--- src/rtl/dmem_arb_pkg.sv ---
// Shared constants for the two-port data-memory arbiter.
package dmem_arb_pkg;
  localparam int ADDR_W_DEF = 8;
  localparam int DATA_W_DEF = 32;
  localparam int CNT_W      = 16;

  localparam logic PORT_CPU = 1'b0;
  localparam logic PORT_DBG = 1'b1;
endpackage

--- src/rtl/dmem_arbiter_rr_arb2.sv ---
// Two-way round-robin arbiter; last_winner only moves on conflict cycles.
module rr_arb2
  import dmem_arb_pkg::*;
(
  input  logic clk,
  input  logic rst,
  input  logic req0,
  input  logic req1,
  output logic gnt0,
  output logic gnt1
);

  logic last_winner;
  logic conflict;
  logic winner;

  always_comb begin
    conflict = req0 & req1;
    winner   = (last_winner == PORT_DBG) ? PORT_CPU : PORT_DBG;
    gnt0     = ~rst & ((req0 & ~req1) | (conflict & (winner == PORT_CPU)));
    gnt1     = ~rst & ((req1 & ~req0) | (conflict & (winner == PORT_DBG)));
  end

  // Reset to DBG so the CPU takes the first conflict.
  always_ff @(posedge clk) begin
    if (rst) begin
      last_winner <= PORT_DBG;
    end else if (conflict) begin
      last_winner <= winner;
    end
  end

endmodule

--- src/rtl/dmem_arbiter.sv ---
// Two-port data-memory arbiter: combinational grant, one-deep read response
// pipeline, misaligned-access error pulses and a saturating conflict counter.
module dmem_arbiter
  import dmem_arb_pkg::*;
#(
  parameter int ADDR_W = ADDR_W_DEF,
  parameter int DATA_W = DATA_W_DEF
) (
  input  logic              i_clk,
  input  logic              i_rst,
  input  logic              i_req0,
  input  logic              i_req1,
  input  logic              i_we0,
  input  logic              i_we1,
  input  logic [ADDR_W-1:0] i_addr0,
  input  logic [ADDR_W-1:0] i_addr1,
  input  logic [DATA_W-1:0] i_wdata0,
  input  logic [DATA_W-1:0] i_wdata1,
  output logic              o_gnt0,
  output logic              o_gnt1,
  output logic              o_rvalid0,
  output logic              o_rvalid1,
  output logic [DATA_W-1:0] o_rdata0,
  output logic [DATA_W-1:0] o_rdata1,
  output logic              o_err0,
  output logic              o_err1,
  output logic              o_mem_en,
  output logic              o_mem_we,
  output logic [ADDR_W-1:0] o_mem_addr,
  output logic [DATA_W-1:0] o_mem_wdata,
  input  logic [DATA_W-1:0] i_mem_rdata,
  output logic [CNT_W-1:0]  o_conflict_cnt
);

  function automatic logic [CNT_W-1:0] sat_inc(input logic [CNT_W-1:0] v);
    return (v == {CNT_W{1'b1}}) ? v : v + CNT_W'(1);
  endfunction

  logic              gnt0;
  logic              gnt1;
  logic              any_gnt;
  logic              sel_p0;
  logic              sel_we;
  logic [ADDR_W-1:0] sel_addr;
  logic [DATA_W-1:0] sel_wdata;
  logic              aligned;

  logic              rd_vld_p1;
  logic              rd_port_p1;
  logic              err0_p1;
  logic              err1_p1;
  logic [DATA_W-1:0] rdata0_q;
  logic [DATA_W-1:0] rdata1_q;
  logic [CNT_W-1:0]  conflict_cnt_q;

  rr_arb2 u_rr (
    .clk  (i_clk),
    .rst  (i_rst),
    .req0 (i_req0),
    .req1 (i_req1),
    .gnt0 (gnt0),
    .gnt1 (gnt1)
  );

  // Stage p0: grant-cycle command mux
  always_comb begin
    any_gnt     = gnt0 | gnt1;
    sel_p0      = gnt1 ? PORT_DBG : PORT_CPU;
    sel_we      = gnt1 ? i_we1    : i_we0;
    sel_addr    = gnt1 ? i_addr1  : i_addr0;
    sel_wdata   = gnt1 ? i_wdata1 : i_wdata0;
    aligned     = (sel_addr[1:0] == 2'b00);
    o_gnt0      = gnt0;
    o_gnt1      = gnt1;
    o_mem_en    = any_gnt & aligned;
    o_mem_we    = any_gnt & aligned & sel_we;
    o_mem_addr  = sel_addr;
    o_mem_wdata = sel_wdata;
  end

  // Stage p1: response registers, one entry deep
  always_ff @(posedge i_clk) begin
    if (i_rst) begin
      rd_vld_p1      <= 1'b0;
      rd_port_p1     <= PORT_CPU;
      err0_p1        <= 1'b0;
      err1_p1        <= 1'b0;
      rdata0_q       <= '0;
      rdata1_q       <= '0;
      conflict_cnt_q <= '0;
    end else begin
      rd_vld_p1  <= any_gnt & aligned & ~sel_we;
      rd_port_p1 <= sel_p0;
      err0_p1    <= gnt0 & ~aligned;
      err1_p1    <= gnt1 & ~aligned;
      if (o_rvalid0) rdata0_q <= i_mem_rdata;
      if (o_rvalid1) rdata1_q <= i_mem_rdata;
      if (i_req0 & i_req1) conflict_cnt_q <= sat_inc(conflict_cnt_q);
    end
  end

  // Memory data lands the cycle after the command; masking with reset drops
  // a read that was granted just before reset asserted.
  always_comb begin
    o_rvalid0      = ~i_rst & rd_vld_p1 & (rd_port_p1 == PORT_CPU);
    o_rvalid1      = ~i_rst & rd_vld_p1 & (rd_port_p1 == PORT_DBG);
    o_rdata0       = o_rvalid0 ? i_mem_rdata : rdata0_q;
    o_rdata1       = o_rvalid1 ? i_mem_rdata : rdata1_q;
    o_err0         = ~i_rst & err0_p1;
    o_err1         = ~i_rst & err1_p1;
    o_conflict_cnt = conflict_cnt_q;
  end

endmodule

--- config.mk ---
export PLATFORM = sky130hd
export DESIGN_NAME = dmem_arbiter
export DESIGN_NICKNAME = d
export VERILOG_FILES = /design/src/rtl/dmem_arb_pkg.sv /design/src/rtl/dmem_arbiter_rr_arb2.sv /design/src/rtl/dmem_arbiter.sv
export SDC_FILE = /design/constraint.sdc
export NUM_CORES = 1
export LEC_CHECK = 0
export ABC_AREA = 1
export ABC_CLOCK_PERIOD_IN_PS = 4250
export BUFFER_PORTS_ARGS = -buffer_cell sky130_fd_sc_hd__buf_2
export CORE_MARGIN = 3
export CORE_UTILIZATION = 50
export CTS_CLUSTER_DIAMETER = 80
export DETAILED_ROUTE_END_ITERATION = 7
export PLACE_DENSITY = 0.87
export SYNTH_ARGS = -nofsm -noshare
export SYNTH_HDL_FRONTEND = slang
export SYNTH_HIERARCHICAL = 1
export SYNTH_SLANG_ARGS = --single-unit
export TNS_END_PERCENT = 100
--- constraint.sdc ---
create_clock -name i_clk -period 4.25 [get_ports i_clk]
set_input_delay 0.425 -clock i_clk [delete_from_list [all_inputs] [get_ports i_clk]]
set_output_delay 0.425 -clock i_clk [all_outputs]
set_load 0.01 [all_outputs]
==> metrics.md, run 1 <==
| Metric | Value |
|---|---|
| Post-CTS Setup Repair Bufs | 0 |
| FF-to-FF Start | u_rr/last_winner |
| Commonest non-fill, non-tap cells in the layout | buf_2, nand2_1, inv_1 |
| Net switching power | 0.451 mW |
| Relative max-transition margin | 57.6% |
| RR Endpoint | rd_vld_p1 |
| Filler Cells Inserted | 862 |
| Utilization after layout | 67.4% |
| Post-CTS clock slew at the launch and capture registers of the worst setup and hold paths | 0.09 ns |
| Gpl congestion | 0.895 |
| Total gr overflow | 0 |
| Number of DRC violations after detailed routing | 0 |
| Via density per instance | 4.79 |
| Share of cells above drive strength 1 | 35.0% |
| First-pass detailed-route iteration total | 4 |
| CP Class | in2out |
| Clock insertion delay at the later pin of the skew report | 0.34 ns |
| Max-cap violations | 0 |
| Die Width | 105 µm |
| Number of synthesized register bits | 85 |
| Number of cells on the worst hold path | 3 |
| Post-route standard cell area excluding fillers | 0.00632 mm² |
| Setup crit end kind | primary output |
| Power density over cell area | 268 mW/mm² |
| Global-route wire length before repair | 23.3 mm |
| Critical Path Start Type | primary input |
| Critical hold path startpoint | i_mem_rdata[31] |
| Max IR drop VDD | 0.000196 V |
| Number of non-filler instances in the completed layout | 1091 |
| Setup repair after global routing missed its margin | false |
| Post-detail-place hpwl | 11.3 mm |
| Setup violators final | 0 |
| Critical-path top delay cell | inv_2 |
| Netlist cell types | 25 |
| Worst setup path startpoint | i_rst |
| Number of cells in the design after placement | 1073 |
| Final Cycle Share | 71.0% |
| Setup Slack @ Placement | 1.23 ns |
| Final worst setup slack | 1.23 ns |
| Leading register cell type out of synthesis | dfxtp_1 |
| Relative contribution of combinational cells to total power | 15.3% |
| Die Footprint | 0.0110 mm² |
| Relative contribution of sequential cells to total power | 47.7% |
| Final min period | 3.02 ns |
| Number of global-route vias before repair | 4819 |
| Core Area | 0.00937 mm² |
| Family with the most delay on the worst path | buffers and inverters |
| Critical-path maximum fanout | 42 |
| CTS Sinks | 85 |
| Area taken by flip-flops and latches | 0.00170 mm² |
| Total placed instance area | 0.00609 mm² |
| Critical path required time | 3.83 ns |
| CP dominant cell by count | nand2_1 |
| Cell-by-cell trace of the critical path | buf_4 > inv_1 > nand2_1 > a21oi_4 > inv_2 > nand2_1 > nand2_1 > nor2_1 > o21ai_0 > nor2_1 > buf_2 |
| Die height | 105 µm |
| Signal arrival time at the worst endpoint | 2.59 ns |
| Clock power share | 37.0% |
| Syn. warnings | 6 |
| Rows | 35 |
| Total CTS buffers | 9 |
| Input/output buffers | 245 |
| Number of antenna-violating nets in the routed design | 0 |
| Deepest level of the CTS H-tree | 3 |
| Synthesized area per cell | 6.66 µm² |
| Worst reg2reg setup slack | 2.19 ns |
| Count of hold buffers inserted by post-cts repair | 0 |
| Fraction of power spent switching nets | 26.6% |
| Endpoint with the worst hold slack | rdata0_q[31] |
| First-iteration detailed-routing DRC count | 429 |
| Total negative slack for setup checks | 0 ns |
| Worst path max stage delay | 0.38 ns |
| Leakage | 3.56 nW |
| Final Slew Violations | 0 |
| Clock skew after layout | 0.0100 ns |
| Initial standard-cell utilization of the core | 52.0% |
| Overall track demand over capacity in global routing | 25.8% |
| Initial antenna violation count | 2 |
| Actual transition at the worst max-transition pin | 0.635 ns |
| Combined buffer and inverter count along the critical path | 4 |
| Number of vias in the routed layout | 5231 |
| Outcome | completed |
| Total area of multi-input combinational cells | 0.00237 mm² |
| Post-synth EDFFs | 0 |
| Path depth of the worst reg2reg path | 7 |
| Cell internal power dissipation | 1.24 mW |
| Number of gates resized after CTS | 0 |
| Area Overhead vs Synth | 29.7% |
| Pin count of the biggest net entering global routing | 98 |
| Syn_nets | 851 |
| Top-level port count | 246 |
| Wirelength, routed | 14.5 mm |
| Final nets | 1074 |
| Portion of the post-synthesis area used by sequential elements | 34.9% |
| Maximum clock rate | 0.332 GHz |
| Number of endpoints with negative hold slack in the final report | 0 |
| CTS tree | done |
| Synth Cell Area | 0.00487 mm² |
| Root Driver | clkbuf_8 |
| DR WL/cell | 13.2 µm |
| Leading cell type in the layout, fill and taps excluded | buf_2 |
| Class of the worst hold path | in2reg |
| Buffers from clock root to sink, at most | 2 |
| Synthesized netlist cell count | 732 |
| Synth async-reset ratio | 0% |
how the worst max path moves through the flow:
stage	endpoint	slack, ns	cells past startpoint
after detailed placement	o_mem_we	1.23	11
after global placement	o_mem_we	1.29	11
after floorplan	o_mem_we	2.13	10
after CTS	o_mem_we	1.23	11
after global routing	o_mem_we	0.96	11
final	o_mem_we	1.23	11
layout make-up:
class	count	share of cell area [%]
inverters	153	9.09
multi-input cells	455	37.5
flip-flops and latches	85	26.9
repair buffers	251	20.3
diodes	2	0.0792
clock inverters	6	1.48
clock buffers	10	2.02
well taps	129	2.55
metrics by stage:
step                      hold slack [ns]  total power, mW
after detailed placement            0.513             1.08
after floorplan                     0.462            0.959
final                               0.384             1.69
after global routing                0.377             1.78
after global placement              0.506             1.08
after CTS                           0.365             1.72
kinds of logic (layout without fill, tap and decap cells):
kind of cell,count (synthesis),count (layout),share of synthesized area [%]
adders and majority gates,1,1,0.257
DFF,85,85,34.9
AOI/OAI and AO/OA,144,144,21.1
xor gates and xnor gates,1,1,0.180
buffers and inverters,192,420,16.7
and+or+nand+nor,309,309,26.9
other,0,2,0
state kept, by name, summed over array words and instances (netlist names):
| name | count |
|---|---|
| o_conflict_cnt | 16 |
| err0_p1 | 1 |
| rd_port_p1 | 1 |
| rdata0_q | 32 |
| rdata1_q | 32 |
| u_rr/last_winner | 1 |
| rd_vld_p1 | 1 |
| err1_p1 | 1 |
synthesized netlist by cell type, types with 2 or more instances:
cell / instances / share of area, %
nand2_1: 194 / 15
inv_1: 147 / 11
dfxtp_1: 85 / 35
a21oi_1: 76 / 7.8
nor2_1: 50 / 3.9
a211oi_1: 35 / 5.4
or2_2: 30 / 3.9
a211oi_2: 29 / 7.4
nand3_1: 18 / 1.8
clkbuf_1: 14 / 1.1
buf_2: 13 / 1.3
buf_6: 8 / 1.8
inv_2: 6 / 0.46
buf_4: 4 / 0.62
nor3_1: 4 / 0.41
o21ai_0: 4 / 0.41
nand3b_1: 3 / 0.46
nand4_1: 3 / 0.39
nand2_2: 2 / 0.26
or2_1: 2 / 0.26
worst min-delay path, delay by kind of cell:
family	cells	cell delay [ns]
AOI/OAI and AO/OA	1	0.07
buffers and inverters	2	0.18
power by group through the flow:
stage               clock network (mW)  logic, mW  registers (mW)
floorplan                            0      0.133           0.826
global placement                     0      0.255           0.826
detailed placement                   0      0.258           0.827
CTS                              0.649      0.259           0.808
global route                     0.684      0.287           0.809
finish                           0.627      0.258           0.808
routing by layer:
metal	global-route usage (%)	share of wire, %
met2	44.0	48
met4	10.1	3.8
met5	0	0
met3	4.94	6.7
met1	32.0	42
Power figures use the tool's default switching activity.
==> run 2, diff against run 1 <==
--- a/config.mk
+++ b/config.mk
@@ -6,13 +6,13 @@
 export NUM_CORES = 1
 export LEC_CHECK = 0
 export ABC_AREA = 1
-export ABC_CLOCK_PERIOD_IN_PS = 4250
+export ABC_CLOCK_PERIOD_IN_PS = 3160
 export BUFFER_PORTS_ARGS = -buffer_cell sky130_fd_sc_hd__buf_2
 export CORE_MARGIN = 3
-export CORE_UTILIZATION = 50
+export CORE_UTILIZATION = 46
 export CTS_CLUSTER_DIAMETER = 80
 export DETAILED_ROUTE_END_ITERATION = 7
-export PLACE_DENSITY = 0.87
+export PLACE_DENSITY = 0.81
 export SYNTH_ARGS = -nofsm -noshare
 export SYNTH_HDL_FRONTEND = slang
 export SYNTH_HIERARCHICAL = 1
==> constraint.sdc (replaced) <==
create_clock -name i_clk -period 3.16 [get_ports i_clk]
set_input_delay 0.316 -clock i_clk [delete_from_list [all_inputs] [get_ports i_clk]]
set_output_delay 0.316 -clock i_clk [all_outputs]
set_load 0.01 [all_outputs]
==> metrics.md, run 2 (synthesis results as in run 1) <==
| Metric | Value |
|---|---|
| Via density per instance | 4.72 |
| Post-CTS clock slew at the launch and capture registers of the worst setup and hold paths | 0.08 ns |
| Signal arrival time at the worst endpoint | 2.15 ns |
| Number of gates resized after CTS | 0 |
| Utilization after layout | 62.6% |
| Family with the most delay on the worst path | buffers and inverters |
| Critical Path Start Type | flop |
| Number of non-filler instances in the completed layout | 1096 |
| First-pass detailed-route iteration total | 4 |
| Die height | 109 µm |
| Area Overhead vs Synth | 29.0% |
| Number of antenna-violating nets in the routed design | 0 |
| Number of DRC violations after detailed routing | 0 |
| Outcome | completed |
| Buffers from clock root to sink, at most | 2 |
| Class of the worst hold path | in2reg |
| Filler Cells Inserted | 971 |
| Maximum clock rate | 0.405 GHz |
| Final hold slack | 0.240 ns |
| Overall Power | 2.12 mW |
| CTS tree | done |
| Pin count of the biggest net entering global routing | 67 |
| Max-cap violations | 0 |
| Initial antenna violation count | 2 |
| RR Endpoint | rdata1_q[26] |
| Final Slew Violations | 0 |
| Clock insertion delay at the later pin of the skew report | 0.34 ns |
| Total gr overflow | 0 |
| CP dominant cell by count | buf_4 |
| Final Cycle Share | 78.1% |
| Input/output buffers | 245 |
| Global-route wire length before repair | 22.2 mm |
| Relative contribution of sequential cells to total power | 51.2% |
| Worst reg2reg setup slack | 1.33 ns |
| Number of endpoints with negative hold slack in the final report | 0 |
| Combined buffer and inverter count along the critical path | 5 |
| Stages on the worst setup path | 8 |
| Setup crit end kind | primary output |
| Cell-by-cell trace of the critical path | inv_1 > nor2_1 > nand2_2 > buf_4 > inv_2 > buf_4 > a21oi_1 > buf_2 |
| Path depth of the worst reg2reg path | 7 |
| Overall track demand over capacity in global routing | 23.5% |
| Rows | 36 |
| Initial standard-cell utilization of the core | 48.5% |
| Final min period | 2.47 ns |
| Final nets | 1075 |
| Post-CTS Setup Repair Bufs | 0 |
| Die Footprint | 0.0119 mm² |
| Relative contribution of combinational cells to total power | 16.3% |
| Relative max-transition margin | 42.9% |
| Critical-path maximum fanout | 34 |
| CTS Sinks | 85 |
| Max IR drop VDD | 0.000240 V |
| Post-detail-place hpwl | 10.9 mm |
| Number of global-route vias before repair | 4692 |
| Number of vias in the routed layout | 5168 |
| Total CTS buffers | 9 |
| Root Driver | clkbuf_8 |
| Worst path max stage delay | 0.46 ns |
| Share of cells above drive strength 1 | 35.1% |
| Worst setup path startpoint | rd_vld_p1 |
| Top-level port count | 246 |
| Critical path required time | 2.84 ns |
| Number of cells in the design after placement | 1078 |
| Leakage | 3.53 nW |
| First-iteration detailed-routing DRC count | 349 |
| FF-to-FF Start | rd_vld_p1 |
| Wirelength, routed | 14.2 mm |
| Clock power share | 32.5% |
| Commonest non-fill, non-tap cells in the layout | buf_2, nand2_1, inv_1 |
| Deepest level of the CTS H-tree | 3 |
| Cell internal power dissipation | 1.51 mW |
| Gpl congestion | 0.850 |
| CP Class | reg2out |
| Total negative slack for setup checks | 0 ns |
| Clock skew after layout | 0.00863 ns |
| Leading cell type in the layout, fill and taps excluded | buf_2 |
| Power density over cell area | 338 mW/mm² |
| Critical-path top delay cell | inv_2 |
| Setup repair after global routing missed its margin | false |
| Actual transition at the worst max-transition pin | 0.856 ns |
| DR WL/cell | 12.9 µm |
| Core Area | 0.0100 mm² |
| Die Width | 109 µm |
| Fraction of power spent switching nets | 28.9% |
| Crit path to | o_rdata1[29] |
| Setup violators final | 0 |
| Count of hold buffers inserted by post-cts repair | 0 |
| Net switching power | 0.615 mW |
==> run 2: cell count changes in the layout (fill, tap and decap cells not counted) <==
cell,previous run,this run
buf_4,6,7
clkinv_4,1,0
clkinvlp_4,1,3
bufinv_16,2,0
clkinv_2,0,1
==> run 2: metrics by stage <==
step | instance area, µm² | setup WS [ns]
finish | 6280 | 0.693
global route | 6280 | 0.492
CTS | 6280 | 0.670
detailed placement | 6110 | 0.921
global placement | 6110 | 0.918
floorplan | 4870 | 1.26
==> run 2: power groups by stage <==
stage	Combinational, mW	Sequential, mW	Clock (mW)
detailed placement	0.348	1.11	0
CTS	0.349	1.09	0.719
global placement	0.346	1.11	0
finish	0.346	1.09	0.691
floorplan	0.179	1.11	0
global route	0.386	1.09	0.768
==> run 2: area by class of cell <==
cell class,count,area [µm²],share of cell area (%)
clock inverters,6,45.0,0.717
flip-flops and latches,85,1700,27.1
diodes,2,5.00,0.0796
clock buffers,10,128,2.03
multi-input cells,455,2370,37.7
repair buffers,252,1290,20.6
inverters,153,574,9.14
well taps,133,166,2.65
==> run 2: routing by layer <==
metal  share of wire [%]  vias up  track usage (%)
li1                    -     2721                -
met1                  41     2254             27.8
met2                  48      167             39.7
met3                 6.6       26             6.39
met4                 3.6        0             10.5
met5                   0        -                0
==> run 2: how the worst min path moves through the flow <==
stage	start	to	slack, ns	cells past startpoint
3_3_place_gp	rdata1_q[30]	rdata1_q[30]	0.51	4
4_1_cts	i_rst	o_conflict_cnt[4]	0.21	2
5_1_grt	i_rst	o_conflict_cnt[4]	0.20	2
3_5_place_dp	rdata1_q[9]	rdata1_q[9]	0.51	4
2_1_floorplan	i_rst	u_rr/last_winner	0.45	2
6_report	i_rst	o_conflict_cnt[4]	0.24	2
==> run 3, diff against run 2 <==
--- a/config.mk
+++ b/config.mk
@@ -6,7 +6,7 @@
 export NUM_CORES = 1
 export LEC_CHECK = 0
 export ABC_AREA = 1
-export ABC_CLOCK_PERIOD_IN_PS = 3160
+export ABC_CLOCK_PERIOD_IN_PS = 2500
 export BUFFER_PORTS_ARGS = -buffer_cell sky130_fd_sc_hd__buf_2
 export CORE_MARGIN = 3
 export CORE_UTILIZATION = 46
==> constraint.sdc (replaced) <==
create_clock -name i_clk -period 2.5 [get_ports i_clk]
set_input_delay 0.25 -clock i_clk [delete_from_list [all_inputs] [get_ports i_clk]]
set_output_delay 0.25 -clock i_clk [all_outputs]
set_load 0.01 [all_outputs]
==> metrics.md, run 3 (synthesis results as in run 1) <==
| Metric | Value |
|---|---|
| Outcome | completed |
| Total gr overflow | 0 |
| Maximum clock rate | 0.451 GHz |
| Core Area | 0.0100 mm² |
| Number of endpoints with negative hold slack in the final report | 0 |
| Root Driver | clkbuf_8 |
| Wirelength, routed | 14.3 mm |
| Setup crit end kind | primary output |
| Number of vias in the routed layout | 5246 |
| Initial antenna violation count | 1 |
| Buffers from clock root to sink, at most | 2 |
| Actual transition at the worst max-transition pin | 0.907 ns |
| Commonest non-fill, non-tap cells in the layout | buf_2, nand2_1, inv_1 |
| Max-cap violations | 0 |
| Number of cells in the design after placement | 1085 |
| DR WL/cell | 13.0 µm |
| Final min period | 2.22 ns |
| Die height | 109 µm |
| Rows | 36 |
| Number of antenna-violating nets in the routed design | 0 |
| Leakage | 3.59 nW |
| Total negative slack for setup checks | 0 ns |
| Post-detail-place hpwl | 11.2 mm |
| Via density per instance | 4.77 |
| Cell-by-cell trace of the critical path | nor3_4 > buf_4 > or2_2 > inv_1 > a21oi_1 > buf_2 |
| Die Footprint | 0.0119 mm² |
| Number of gates resized after CTS | 0 |
| Pin count of the biggest net entering global routing | 72 |
| Count of hold buffers inserted by post-cts repair | 0 |
| Antenna diodes | 0 |
| Initial standard-cell utilization of the core | 48.5% |
| Area Overhead vs Synth | 30.9% |
| Worst path max stage delay | 0.51 ns |
| CP Class | reg2out |
| Leading cell type in the layout, fill and taps excluded | buf_2 |
| Power density over cell area | 436 mW/mm² |
| Clock skew after layout | 0.0123 ns |
| Overall track demand over capacity in global routing | 23.7% |
| Clock insertion delay at the later pin of the skew report | 0.35 ns |
| Combined buffer and inverter count along the critical path | 3 |
| Input/output buffers | 245 |
| Setup violators final | 0 |
| Top-level port count | 246 |
| Signal arrival time at the worst endpoint | 1.97 ns |
| Area taken by flip-flops and latches | 0.00170 mm² |
| Critical path required time | 2.25 ns |
| Setup repair after global routing missed its margin | false |
| Global-route wire length before repair | 22.3 mm |
| Final nets | 1082 |
| First-iteration detailed-routing DRC count | 343 |
| Number of global-route vias before repair | 4741 |
| Share of cells above drive strength 1 | 35.6% |
| First-pass detailed-route iteration total | 4 |
| Total CTS buffers | 9 |
| Gpl congestion | 0.900 |
| Die Width | 109 µm |
| Filler Cells Inserted | 952 |
| Family with the most delay on the worst path | simple AND/OR/NAND/NOR gates |
| CTS Sinks | 85 |
| Max IR drop VDD | 0.000304 V |
| CTS tree | done |
| Class of the worst hold path | in2reg |
| Number of non-filler instances in the completed layout | 1100 |
| Deepest level of the CTS H-tree | 3 |
| Final Cycle Share | 88.7% |
| Critical-path maximum fanout | 18 |
| Number of DRC violations after detailed routing | 0 |
| Total area of multi-input combinational cells | 0.00237 mm² |
| Utilization after layout | 63.5% |
| Post-CTS Setup Repair Bufs | 0 |
| Post-CTS clock slew at the launch and capture registers of the worst setup and hold paths | 0.08 ns |
| Overall Power | 2.78 mW |
| Critical Path Start Type | flop |
| Critical-path top delay cell | nor3_4 |
| Final Slew Violations | 0 |
| Relative max-transition margin | 39.6% |
-- run 3: routing by layer --
layer	GRT usage (%)	vias up	wire length, µm
li1	-	2724	-
met1	27.7	2297	5520
met2	41.5	195	7180
met3	6.16	28	1050
met4	9.02	2	531
met5	0	-	7
-- run 3: layout make-up --
| type | instances | share of cell area [%] |
|---|---|---|
| timing repair buffer | 259 | 21.5 |
| inverter | 153 | 9.00 |
| sequential | 85 | 26.7 |
| clock buffer | 9 | 1.94 |
| multi-input combinational | 455 | 37.2 |
| clock inverter | 6 | 1.12 |
| tap | 133 | 2.61 |
-- run 3: worst reg2reg max path: stages (launching register included) --
cell and delay (ns):
dfxtp_1 0.43, ha_1 0.20, nand3_1 0.18, nor2_1 0.17, nand3_2 0.25, a21oi_1 0.23
nor2_1 0.07
-- run 3: final timing paths --
kind                            slack, ns                end  cells past startpoint         startpoint
worst max register to register       0.86  o_conflict_cnt[2]                      6  o_conflict_cnt[1]
worst max-delay path                 0.28        o_rdata0[9]                      6         rd_port_p1
worst min-delay path                 0.20   u_rr/last_winner                      3              i_rst
worst min register to register       0.53        rdata1_q[6]                      4        rdata1_q[6]
-- run 3: through the flow --
stage / worst slack [ns] / hold WS, ns / instance area, µm²
2_1_floorplan: 0.733 / 0.382 / 4870
3_3_place_gp: 0.538 / 0.508 / 6180
3_5_place_dp: 0.528 / 0.511 / 6180
4_1_cts: 0.219 / 0.184 / 6380
5_1_grt: 0.0398 / 0.199 / 6380
6_report: 0.282 / 0.199 / 6380
-- run 3: power breakdown --
part / internal, mW / switching [mW]
combinational: 0.178 / 0.265
sequential: 1.37 / 0.00726
clock: 0.465 / 0.503
